<file path="src/rtl/alu_seq_display.sv">
// Sequential signed ALU with accumulator, optional shift-add multiplier and registered
// seven-segment display code. Define ALU_MUL_EN to build the multi-cycle multiplier (opcode 100).
module alu_seq_display #(
    parameter int NBITS = 4
) (
    input  logic             clk_2,
    input  logic             reset,
    input  logic             start,
    input  logic [2:0]       op,
    input  logic [NBITS-1:0] a,
    input  logic [NBITS-1:0] b,
    output logic             busy,
    output logic             done,
    output logic [NBITS-1:0] result,
    output logic             overflow,
    output logic             zero,
    output logic             neg,
    output logic [7:0]       seg
);

`ifdef ALU_MUL_EN
    typedef enum logic [1:0] {IDLE, MUL, DONE} state_t;
`else
    typedef enum logic [0:0] {IDLE, DONE} state_t;
`endif

    state_t           state, next_state;
    logic [NBITS-1:0] acc;
    logic [NBITS:0]   a_ext, b_ext, acc_ext, wide;
    logic [NBITS-1:0] sc_result, new_result;
    logic             sc_ovf, new_ovf, load;

    // Seven-segment code from a result; magnitude is unsigned so the most negative value survives.
    function automatic logic [7:0] seg_code(input logic [NBITS-1:0] value, input logic ovf);
        logic [NBITS-1:0] mag;
        logic [7:0]       code;
        mag = value[NBITS-1] ? (~value + NBITS'(1)) : value;
        case (32'(mag))
            32'd0:   code = 8'h3F;
            32'd1:   code = 8'h06;
            32'd2:   code = 8'h5B;
            32'd3:   code = 8'h4F;
            32'd4:   code = 8'h66;
            32'd5:   code = 8'h6D;
            32'd6:   code = 8'h7D;
            32'd7:   code = 8'h07;
            32'd8:   code = 8'h7F;
            32'd9:   code = 8'h6F;
            default: code = 8'h40;
        endcase
        if (ovf)
            code = 8'hBF;
        else if (value[NBITS-1] && code != 8'h40)
            code = code | 8'h80;
        return code;
    endfunction

    // Single-cycle datapath; arithmetic is done one bit wider so overflow is the top-two-bit mismatch.
    always_comb begin
        a_ext     = {a[NBITS-1], a};
        b_ext     = {b[NBITS-1], b};
        acc_ext   = {acc[NBITS-1], acc};
        wide      = '0;
        sc_result = '0;
        sc_ovf    = 1'b0;
        case (op)
            3'b000: begin
                wide      = a_ext + b_ext;
                sc_result = wide[NBITS-1:0];
                sc_ovf    = wide[NBITS] ^ wide[NBITS-1];
            end
            3'b001: begin
                wide      = a_ext - b_ext;
                sc_result = wide[NBITS-1:0];
                sc_ovf    = wide[NBITS] ^ wide[NBITS-1];
            end
            3'b010: sc_result = a & b;
            3'b011: sc_result = a | b;
            3'b100: begin
`ifndef ALU_MUL_EN
                sc_ovf = 1'b1;
`endif
            end
            3'b101: begin
                wide      = acc_ext + a_ext;
                sc_result = wide[NBITS-1:0];
                sc_ovf    = wide[NBITS] ^ wide[NBITS-1];
            end
            3'b110: sc_result = '0;
            3'b111: sc_result = a ^ b;
        endcase
    end

`ifdef ALU_MUL_EN
    localparam int CW = $clog2(NBITS + 1);
    localparam logic [CW-1:0] COUNT_INIT = CW'(NBITS);

    logic [2*NBITS-1:0] mcand, prod, prod_step, prod_signed;
    logic [NBITS-1:0]   mplier, mag_a, mag_b;
    logic [CW-1:0]      count;
    logic               prod_neg, mul_ovf;

    // Product fits in NBITS when its top NBITS+1 bits are all copies of the sign.
    always_comb begin
        mag_a       = a[NBITS-1] ? (~a + NBITS'(1)) : a;
        mag_b       = b[NBITS-1] ? (~b + NBITS'(1)) : b;
        prod_step   = prod + (mplier[0] ? mcand : '0);
        prod_signed = prod_neg ? (~prod_step + (2*NBITS)'(1)) : prod_step;
        mul_ovf     = !((&prod_signed[2*NBITS-1:NBITS-1]) || !(|prod_signed[2*NBITS-1:NBITS-1]));
    end

    always_ff @(posedge clk_2 or posedge reset) begin
        if (reset) begin
            mcand    <= '0;
            mplier   <= '0;
            prod     <= '0;
            count    <= '0;
            prod_neg <= 1'b0;
        end else if (state == IDLE && start && op == 3'b100) begin
            mcand    <= {{NBITS{1'b0}}, mag_a};
            mplier   <= mag_b;
            prod     <= '0;
            count    <= COUNT_INIT;
            prod_neg <= a[NBITS-1] ^ b[NBITS-1];
        end else if (state == MUL) begin
            prod   <= prod_step;
            mcand  <= mcand << 1;
            mplier <= mplier >> 1;
            count  <= count - CW'(1);
        end
    end
`endif

    always_ff @(posedge clk_2 or posedge reset) begin
        if (reset)
            state <= IDLE;
        else
            state <= next_state;
    end

    always_comb begin
        next_state = state;
        load       = 1'b0;
        new_result = sc_result;
        new_ovf    = sc_ovf;
        case (state)
            IDLE: begin
                if (start) begin
`ifdef ALU_MUL_EN
                    if (op == 3'b100) begin
                        next_state = MUL;
                    end else begin
                        next_state = DONE;
                        load       = 1'b1;
                    end
`else
                    next_state = DONE;
                    load       = 1'b1;
`endif
                end
            end
`ifdef ALU_MUL_EN
            MUL: begin
                if (count == CW'(1)) begin
                    next_state = DONE;
                    load       = 1'b1;
                    new_result = prod_signed[NBITS-1:0];
                    new_ovf    = mul_ovf;
                end
            end
`endif
            DONE:    next_state = IDLE;
            default: next_state = IDLE;
        endcase
    end

    // The accumulator only moves on an accepted 101/110 request.
    always_ff @(posedge clk_2 or posedge reset) begin
        if (reset) begin
            acc <= '0;
        end else if (state == IDLE && start) begin
            if (op == 3'b101)
                acc <= sc_result;
            else if (op == 3'b110)
                acc <= '0;
        end
    end

    always_ff @(posedge clk_2 or posedge reset) begin
        if (reset) begin
            result   <= '0;
            overflow <= 1'b0;
            zero     <= 1'b1;
            neg      <= 1'b0;
            seg      <= 8'h3F;
        end else if (load) begin
            result   <= new_result;
            overflow <= new_ovf;
            zero     <= (new_result == '0);
            neg      <= new_result[NBITS-1];
            seg      <= seg_code(new_result, new_ovf);
        end
    end

    assign busy = (state != IDLE);
    assign done = (state == DONE);

endmodule

</file>
<file path="config.mk">
export PLATFORM = sky130hd
export DESIGN_NAME = alu_seq_display
export DESIGN_NICKNAME = d
export VERILOG_FILES = /design/src/rtl/alu_seq_display.sv
export SDC_FILE = /design/constraint.sdc
export NUM_CORES = 1
export LEC_CHECK = 0
export ABC_AREA = 1
export CORE_ASPECT_RATIO = 1.75
export CORE_MARGIN = 1.5
export CORE_UTILIZATION = 40
export CTS_BUF_LIST = sky130_fd_sc_hd__clkbuf_8
export CTS_CLUSTER_SIZE = 40
export DETAILED_ROUTE_END_ITERATION = 10
export PLACE_DENSITY = 0.7
export SYNTH_ARGS = -nofsm -noshare
export SYNTH_HDL_FRONTEND = slang
export SYNTH_SLANG_ARGS = --single-unit
</file>
<file path="constraint.sdc">
create_clock -name clk_2 -period 5.8 [get_ports clk_2]
set_clock_uncertainty 0.05 [all_clocks]
set_input_delay 0.58 -clock clk_2 [delete_from_list [all_inputs] [get_ports clk_2]]
set_output_delay 0.58 -clock clk_2 [all_outputs]
set_load 0.01 [all_outputs]
</file>
# == Yosys cells after proc, flatten, opt, wreduce, memory -nomap -nowiden ==
# Memory sizes are Yosys's and may differ from the RTL's.
# Cells that the tools add are included.
# Widths: inputs -> output; s select.
# totals
reg_bits,20
n_memories,1
word_cells,45
mem_bits_ro,112
output_inout_bits,17
input_bits,14
# memory_table
name,depth,width,rd,rd_ports_with_merged_regs,wr,line,source
(name not given),16,7,1,0,0,38,case (32'(mag))
# op_classes
mux,11
add_sub_neg,4
n_bitwise,8
reduce_logical,6
n_eq_ne,8
# ops
cell,count
$mux 8,3
$pmux 4 s6,1
$eq 3x3->1 const B,4
$mux 4,3
$add 4x4->5,2
$ne 8x7->1 const B,1
$eq 3x2->1 const B,2
$sub 4x4->5,1
$add 4x1->4 const B,1
$and 4x4->4,1
$logic_not 4->1,1
$not 4->4,1
$or 4x4->4,1
$pmux 1 s4,1
$xor 4x4->4,1
$eq 3x1->1 const B,1
$logic_not 3->1,1
$xor 1x1->1,3
$logic_and 1x1->1,2
$mux 1,2
$pmux 1 s2,1
$reduce_and 2->1,1
$reduce_bool 2->1,1
$not 1->1,1

# == Depth between registers and ports, before layout ==
# Gate-level depths: netlist of run 1.
# An unclocked memory read counts as a cell.
# depth
word_depth,11
ltp_mapped,21
depth_no_buf,21

# == Worst setup path after synthesis of run 1 ==
# OpenSTA, ideal clock, no wires.
# synth_path
kind,input to register
from,input port a[0]
to,register seg[3]
path_stages,19
arrival_ps,2828
setup_slack_ps,2849
t_required_ps,5678
setup_time_ps,72
path_buffers,0
cell_sequence,inv_1 ha_1 inv_1 fa_1 inv_1 o21ai_0 inv_2 nand2_2 inv_1 ha_1 inv_1 o21ai_4 ha_1 nand3_1 nand2_1 nand2_1 nand3_1 nand2_1 inv_1
# synth_via
elab_chain_cells,9
elab_cells_between_ends,18
classes_between,add/sub: 4; mux: 6; bitwise: 7; memory: 1
# synth_lines
item,line,source
from (decl),10,"input logic [NBITS-1:0] a,"
"$add 4x4->5, or another cell as far along",85,wide = acc_ext + a_ext;
$pmux 4 s6 *,66,case (op)
net new_result[1],30,"logic [NBITS-1:0] sc_result, new_result;"
$not 4->4,37,mag = value[NBITS-1] ? (~value + NBITS'(1)) : value;
$add 4x1->4,37,
$mux 4 *,37,
$mem_v2 16x7 *,-,
$mux 8 *,196,end else if (load) begin
$mux 8 *,53,else if (value[NBITS-1] && code != 8'h40)
$mux 8 *,51,if (ovf)
to (signal assigned),201,"seg <= seg_code(new_result, new_ovf);"
to (decl),18,output logic [7:0] seg
# The timed path passes the listed nets; every way through them passes the cells marked *. The select of a mux whose other input is x is not followed.
# A chain may end at the register's enable or synchronous reset.

# == Final worst setup path of run 1 ==
# layout_path
from,input port a[0]
to,register seg[0]
# The elaborated chain is that of the path after synthesis.

==> results of run 1 <==
-- where the power goes --
| part | switching (mW) | internal, mW |
|---|---|---|
| clock network | 0.0461 | 0.0479 |
| logic | 0.167 | 0.133 |
| registers | 0.0191 | 0.172 |
| total | 0.232 | 0.354 |
-- worst min path at each step --
stage          startpoint         to  slack (ps)
2_1_floorplan        zero       zero         440
3_3_place_gp    result[1]  result[1]         420
3_5_place_dp    result[0]  result[0]         420
4_1_cts         result[0]  result[0]         440
5_1_grt              zero       zero         460
6_report        result[0]  result[0]         440
-- logic make-up after synthesis --
group | share of synthesized area (%)
AOI/OAI and AO/OA | 7.185
adders and majority gates | 16.79
buffers and inverters | 12.08
DFF | 23.37
muxes | 0.4831
and+or+nand+nor | 40.10
-- critical path, cell delays in order --
cell and delay, ps:
clkdlybuf4s50_1 460, inv_1 100, ha_1 150, inv_1 60, fa_1 490, inv_1 40, o21ai_0 190, inv_2 50
nand2_2 150, inv_1 80, ha_1 270, inv_1 60, o21ai_4 200, inv_2 60, ha_1 170, inv_1 50
nand3_1 80, o21ai_1 80, nand2_1 60, a21oi_1 140
-- registers in the layout, indices dropped and copies added, names as in the netlist --
| register | count |
|---|---|
| busy | 1 |
| zero | 1 |
| acc | 4 |
| result | 4 |
| overflow | 1 |
| seg | 8 |
-- cell usage in the layout (no fill, tap or decap), drive strengths merged --
cell,n
nand3,31
nand3b,2
o21ai,11
clkbuf,3
or2,5
a21o,2
dfstp,7
inv,50
clkinv,3
ha,23
a21oi,4
o22ai,4
nor3,2
nor2,30
o31ai,2
nand4,4
nand2,87
fa,3
clkdlybuf4s50,30
dfrtp,12
mux2i,1
-- routing by layer --
| layer | part of all wire [%] | global-route usage [%] | vias up |
|---|---|---|---|
| li1 | - | - | 961 |
| met3 | 2.8 | 1.987 | 17 |
| met2 | 54 | 33.65 | 35 |
| met4 | 4.7 | 9.123 | 0 |
| met1 | 39 | 19.02 | 839 |
| met5 | 0 | 0 | - |
-- area by class of cell --
type | instances | area share [%]
Multi-Input combinational cell | 211 | 54.96
Sequential cell | 19 | 19.90
Timing Repair Buffer | 30 | 12.34
Inverter | 52 | 8.123
Tap cell | 54 | 2.776
Clock buffer | 3 | 1.697
Clock inverter | 1 | 0.2057
==> impl_metrics.toml, run 1 <==
[synth]
synthDistinctLibCells = 37
syn_area_um2 = 2072
synth.most_common_cell = "nand2_1"
ys_seq_area_share_pct = 23.37
synth.top_cell.area_share_pct = 14.49
ys_ff_latch = 19
ys.warnings.count = 0
yosys-top-cells-area = "dfrtp_1 (14%), ha_1 (14%), nand2_1 (13%)"
ys_top_cells_by_count = "nand2_1 (74), inv_1 (41), nand3_1 (25)"
synth_nets = 328
ys.flop_type = "dfrtp_1"
yosys.area.top_type = "dfrtp_1"
synth_edf_count = 0
async_reset_ff_share_pct = 100.0
syn_inst = 288
avgSynthCellArea_um2 = 7.194

[routing]
dr.pass1.iters = 4
via_per_inst = 5.005
drc = 0
wl_per_cell_um = 13.04
vias = 1852
drtAntennaViolNets = 0
routed_wl_um = 4825
drt-initial-drc-count = 59

[floorplan]
die_w_um = 57.41
fp-row-count = 34
die_area_um2 = 5638
io-pin-count = 31
start_util_pct = 41.63
core_area_um2 = 4977
chipHeight_um = 98.21

[timing]
finalCriticalPeriod_ps = 3400
setup_violations = 0
clock.fmax_mhz = 294.2
worst_slack_ps = 2400
hold_viol = 0
rsz0062_at_grt = "false"
slew_headroom_pct = 38.76
min_period_over_period_pct = 58.61
tns_ps = 0
whs_ps = 435.1
slew_viol_final = 0
max_slew.worst_pin.slew_ps = 915.3

[cts]
cts.sinks = 19
insertion_delay_ps = 260
cts.repair.resized = 0
clk_pin_slew_ps = 70
cts.htree.levels = 1
root_buffer = "clkbuf_8"
cts_tree = "done"
clk_path_buf_depth = 2
cts-hold-fix-buffers = 0
numCtsBuffers = 3
post-cts-setup-buffers = 0

[placed_design]
portBuffers = 30
gp_congestion = 0.9543
dp_hpwl_um = 4104
dpl.cell_count = 366
pre_cts_slack_ps = 2145
dpl_cell_area_um2 = 2387

[min_path]
hold_class = "flop to flop"
holdPathStages = 2

[critical_path]
cp.required_ps = 5940
path_max_fanout = 6
r2r_start = "acc[0]"
start_kind = "primary input"
worstSetupEndpointType = "flop"
criticalPathCategory = "primary input to flop"
rr_worst_depth = 17
crit_start = "a[0]"
cp.arrival_ps = 3540
r2r_slack_ps = 2930
crit-reg2reg-capture = "seg[0]"
cp-endpoint = "seg[0]"

[power_and_ir_drop]
leakage_nw = 1.261
ir_worst_vdd_v = 0.0002338
power.total_mw = 0.5858
p_per_area_nw_per_um2 = 240.7

[grt]
first_global_vias = 1802
grt_max_degree = 20
grt_overflow = 0
grt_pass1_wl_um = 8024
antenna_found_initial = 0
track_usage_pct = 18.05

[layout]
seqCellArea_um2 = 484.2
fin_area_um2 = 2434
utilization_pct = 48.89
multi_input_comb_area_um2 = 1338
final_layout_size_suffix_gt1_share_pct = 18.35
nets = 357
n_antenna_cell = 0
area_growth_pct = 17.45
fillers = 488
fin_cells = 370

[flow_run]
cap_viol_max_count = 0

[run_status]
outcome = "complete, no violations"
Note: power is estimated with default switching activity, not from simulation.
==> run 2: changes to the inputs <==
--- a/config.mk
+++ b/config.mk
@@ -12,7 +12,7 @@
 export CTS_BUF_LIST = sky130_fd_sc_hd__clkbuf_8
 export CTS_CLUSTER_SIZE = 40
 export DETAILED_ROUTE_END_ITERATION = 10
-export PLACE_DENSITY = 0.7
+export PLACE_DENSITY = 0.72
 export SYNTH_ARGS = -nofsm -noshare
 export SYNTH_HDL_FRONTEND = slang
 export SYNTH_SLANG_ARGS = --single-unit
==> constraint.sdc (replaced) <==
create_clock -name clk_2 -period 2.9 [get_ports clk_2]
set_clock_uncertainty 0.05 [all_clocks]
set_input_delay 0.29 -clock clk_2 [delete_from_list [all_inputs] [get_ports clk_2]]
set_output_delay 0.29 -clock clk_2 [all_outputs]
set_load 0.01 [all_outputs]
==> impl_metrics.toml, run 2 (same netlist as run 1, synthesis figures left out) <==
[critical_path]
cp-endpoint = "seg[0]"
r2r_start = "acc[0]"
cp.arrival_ps = 2870
crit_start = "a[0]"
path_max_fanout = 4
worstSetupEndpointType = "flop"
r2r_slack_ps = 210
criticalPathCategory = "primary input to flop"
crit-reg2reg-capture = "seg[0]"
cp.required_ps = 3050
rr_worst_depth = 17
start_kind = "primary input"

[cts]
cts.htree.levels = 1
cts.sinks = 19
clk_pin_slew_ps = 80
clk_path_buf_depth = 2
root_buffer = "clkbuf_8"
numCtsBuffers = 3
insertion_delay_ps = 260
cts-hold-fix-buffers = 0
cts_tree = "done"
post-cts-setup-buffers = 0

[timing]
hold_viol = 0
finalCriticalPeriod_ps = 2725
min_period_over_period_pct = 93.98
setup_violations = 0
slew_viol_final = 0
rsz0062_at_grt = "false"
clock.fmax_mhz = 366.9
tns_ps = 0
max_slew.worst_pin.slew_ps = 758.4
whs_ps = 416.5
slew_headroom_pct = 49.38

[grt]
grt_overflow = 0
grt_pass1_wl_um = 8859
antenna_found_initial = 0
grt_max_degree = 20
track_usage_pct = 19.72
first_global_vias = 2065

[floorplan]
fp-row-count = 34
chipHeight_um = 98.21
io-pin-count = 31
die_w_um = 57.41
core_area_um2 = 4977
start_util_pct = 41.63
die_area_um2 = 5638

[layout]
final_common_cell = "nand2_1"
layout_common_cells = "nand2_1 (74), inv_1 (41), buf_4 (31)"
nets = 389
area_growth_pct = 30.37
largest-register = "seg"
final_layout_size_suffix_gt1_share_pct = 26.72
fin_cells = 402
largest_register_ffs = 8
utilization_pct = 54.27
n_antenna_cell = 0
reg_top3 = "seg x8, acc x4, result x4"

[placed_design]
dpl.cell_count = 398
portBuffers = 30
gp_congestion = 0.9023
dp_hpwl_um = 4363

[run_status]
outcome = "complete, no violations"

[flow_run]
cap_viol_max_count = 0

[routing]
drtAntennaViolNets = 0
wl_per_cell_um = 12.95
dr.pass1.iters = 4
routed_wl_um = 5205
vias = 1961
drc = 0
drt-initial-drc-count = 56
via_per_inst = 4.878

[power_and_ir_drop]
p_per_area_nw_per_um2 = 463.2
power.total_mw = 1.251
leakage_nw = 1.439
ir_worst_vdd_v = 0.0004138

[min_path]
hold_class = "primary input to async pin"
## run 2: per-stage QoR
step / setup WS (ps) / area [µm²]
2_1_floorplan: 239.5 / 2072
3_3_place_gp: -228.4 / 2640
3_5_place_dp: -294.5 / 2640
4_1_cts: 34.31 / 2685
5_1_grt: 9.314 / 2701
6_report: 174.6 / 2701
## run 2: how the worst min path moves through the flow
| stage | depth (start not counted) | to | startpoint |
|---|---|---|---|
| detailed placement | 2 | result[1] | result[1] |
| CTS | 2 | seg[7] | reset |
| global placement | 2 | result[1] | result[1] |
| finish | 2 | seg[7] | reset |
| floorplan | 1 | acc[0] | reset |
| global route | 2 | result[1] | result[1] |
## run 2: repair_timing
item / 4_1_cts / 5_1_grt
endpoints found under the hold margin: 0 / 0
gates resized for setup: 1 / 6
pin swaps: 1 / 1
setup endpoints to repair: 2 / 7
## run 2: where the power goes
group	leakage (nW)	internal [mW]	switching, mW
registers	0.225	0.345	0.0374
clock network	0.0255	0.0956	0.0914
logic	1.19	0.323	0.359
total	1.44	0.764	0.487
## run 2: metal layers
| metal | vias to the layer above | routed length (µm) | global-route usage, % |
|---|---|---|---|
| met5 | - | 0 | 0 |
| met4 | 0 | 238 | 10.55 |
| met3 | 18 | 85 | 0.9272 |
| met2 | 38 | 2942 | 37.67 |
| met1 | 885 | 1939 | 20.43 |
| li1 | 1020 | - | - |
## run 2: worst max-delay path, cell delays in order
cell and delay, ps:
dlygate4sd2_1 260, buf_4 140, ha_1 220, fa_1 490, nand2_1 50, o21ai_0 70, nor2_1 70, nand2_2 70
inv_1 50, ha_1 260, inv_1 60, o21ai_4 190, inv_2 60, ha_1 180, inv_1 50, nand3_1 90
o21ai_1 90, nand2_1 60, a21oi_1 120
## run 2: final cells by class
type / count / area, µm²
Timing Repair Buffer: 62 / 556.8
Multi-Input combinational cell: 211 / 1349
Clock inverter: 1 / 5.005
Clock buffer: 3 / 41.29
Fill cell: 488 / 2276
Tap cell: 54 / 67.56
Sequential cell: 19 / 484.2
Inverter: 52 / 197.7
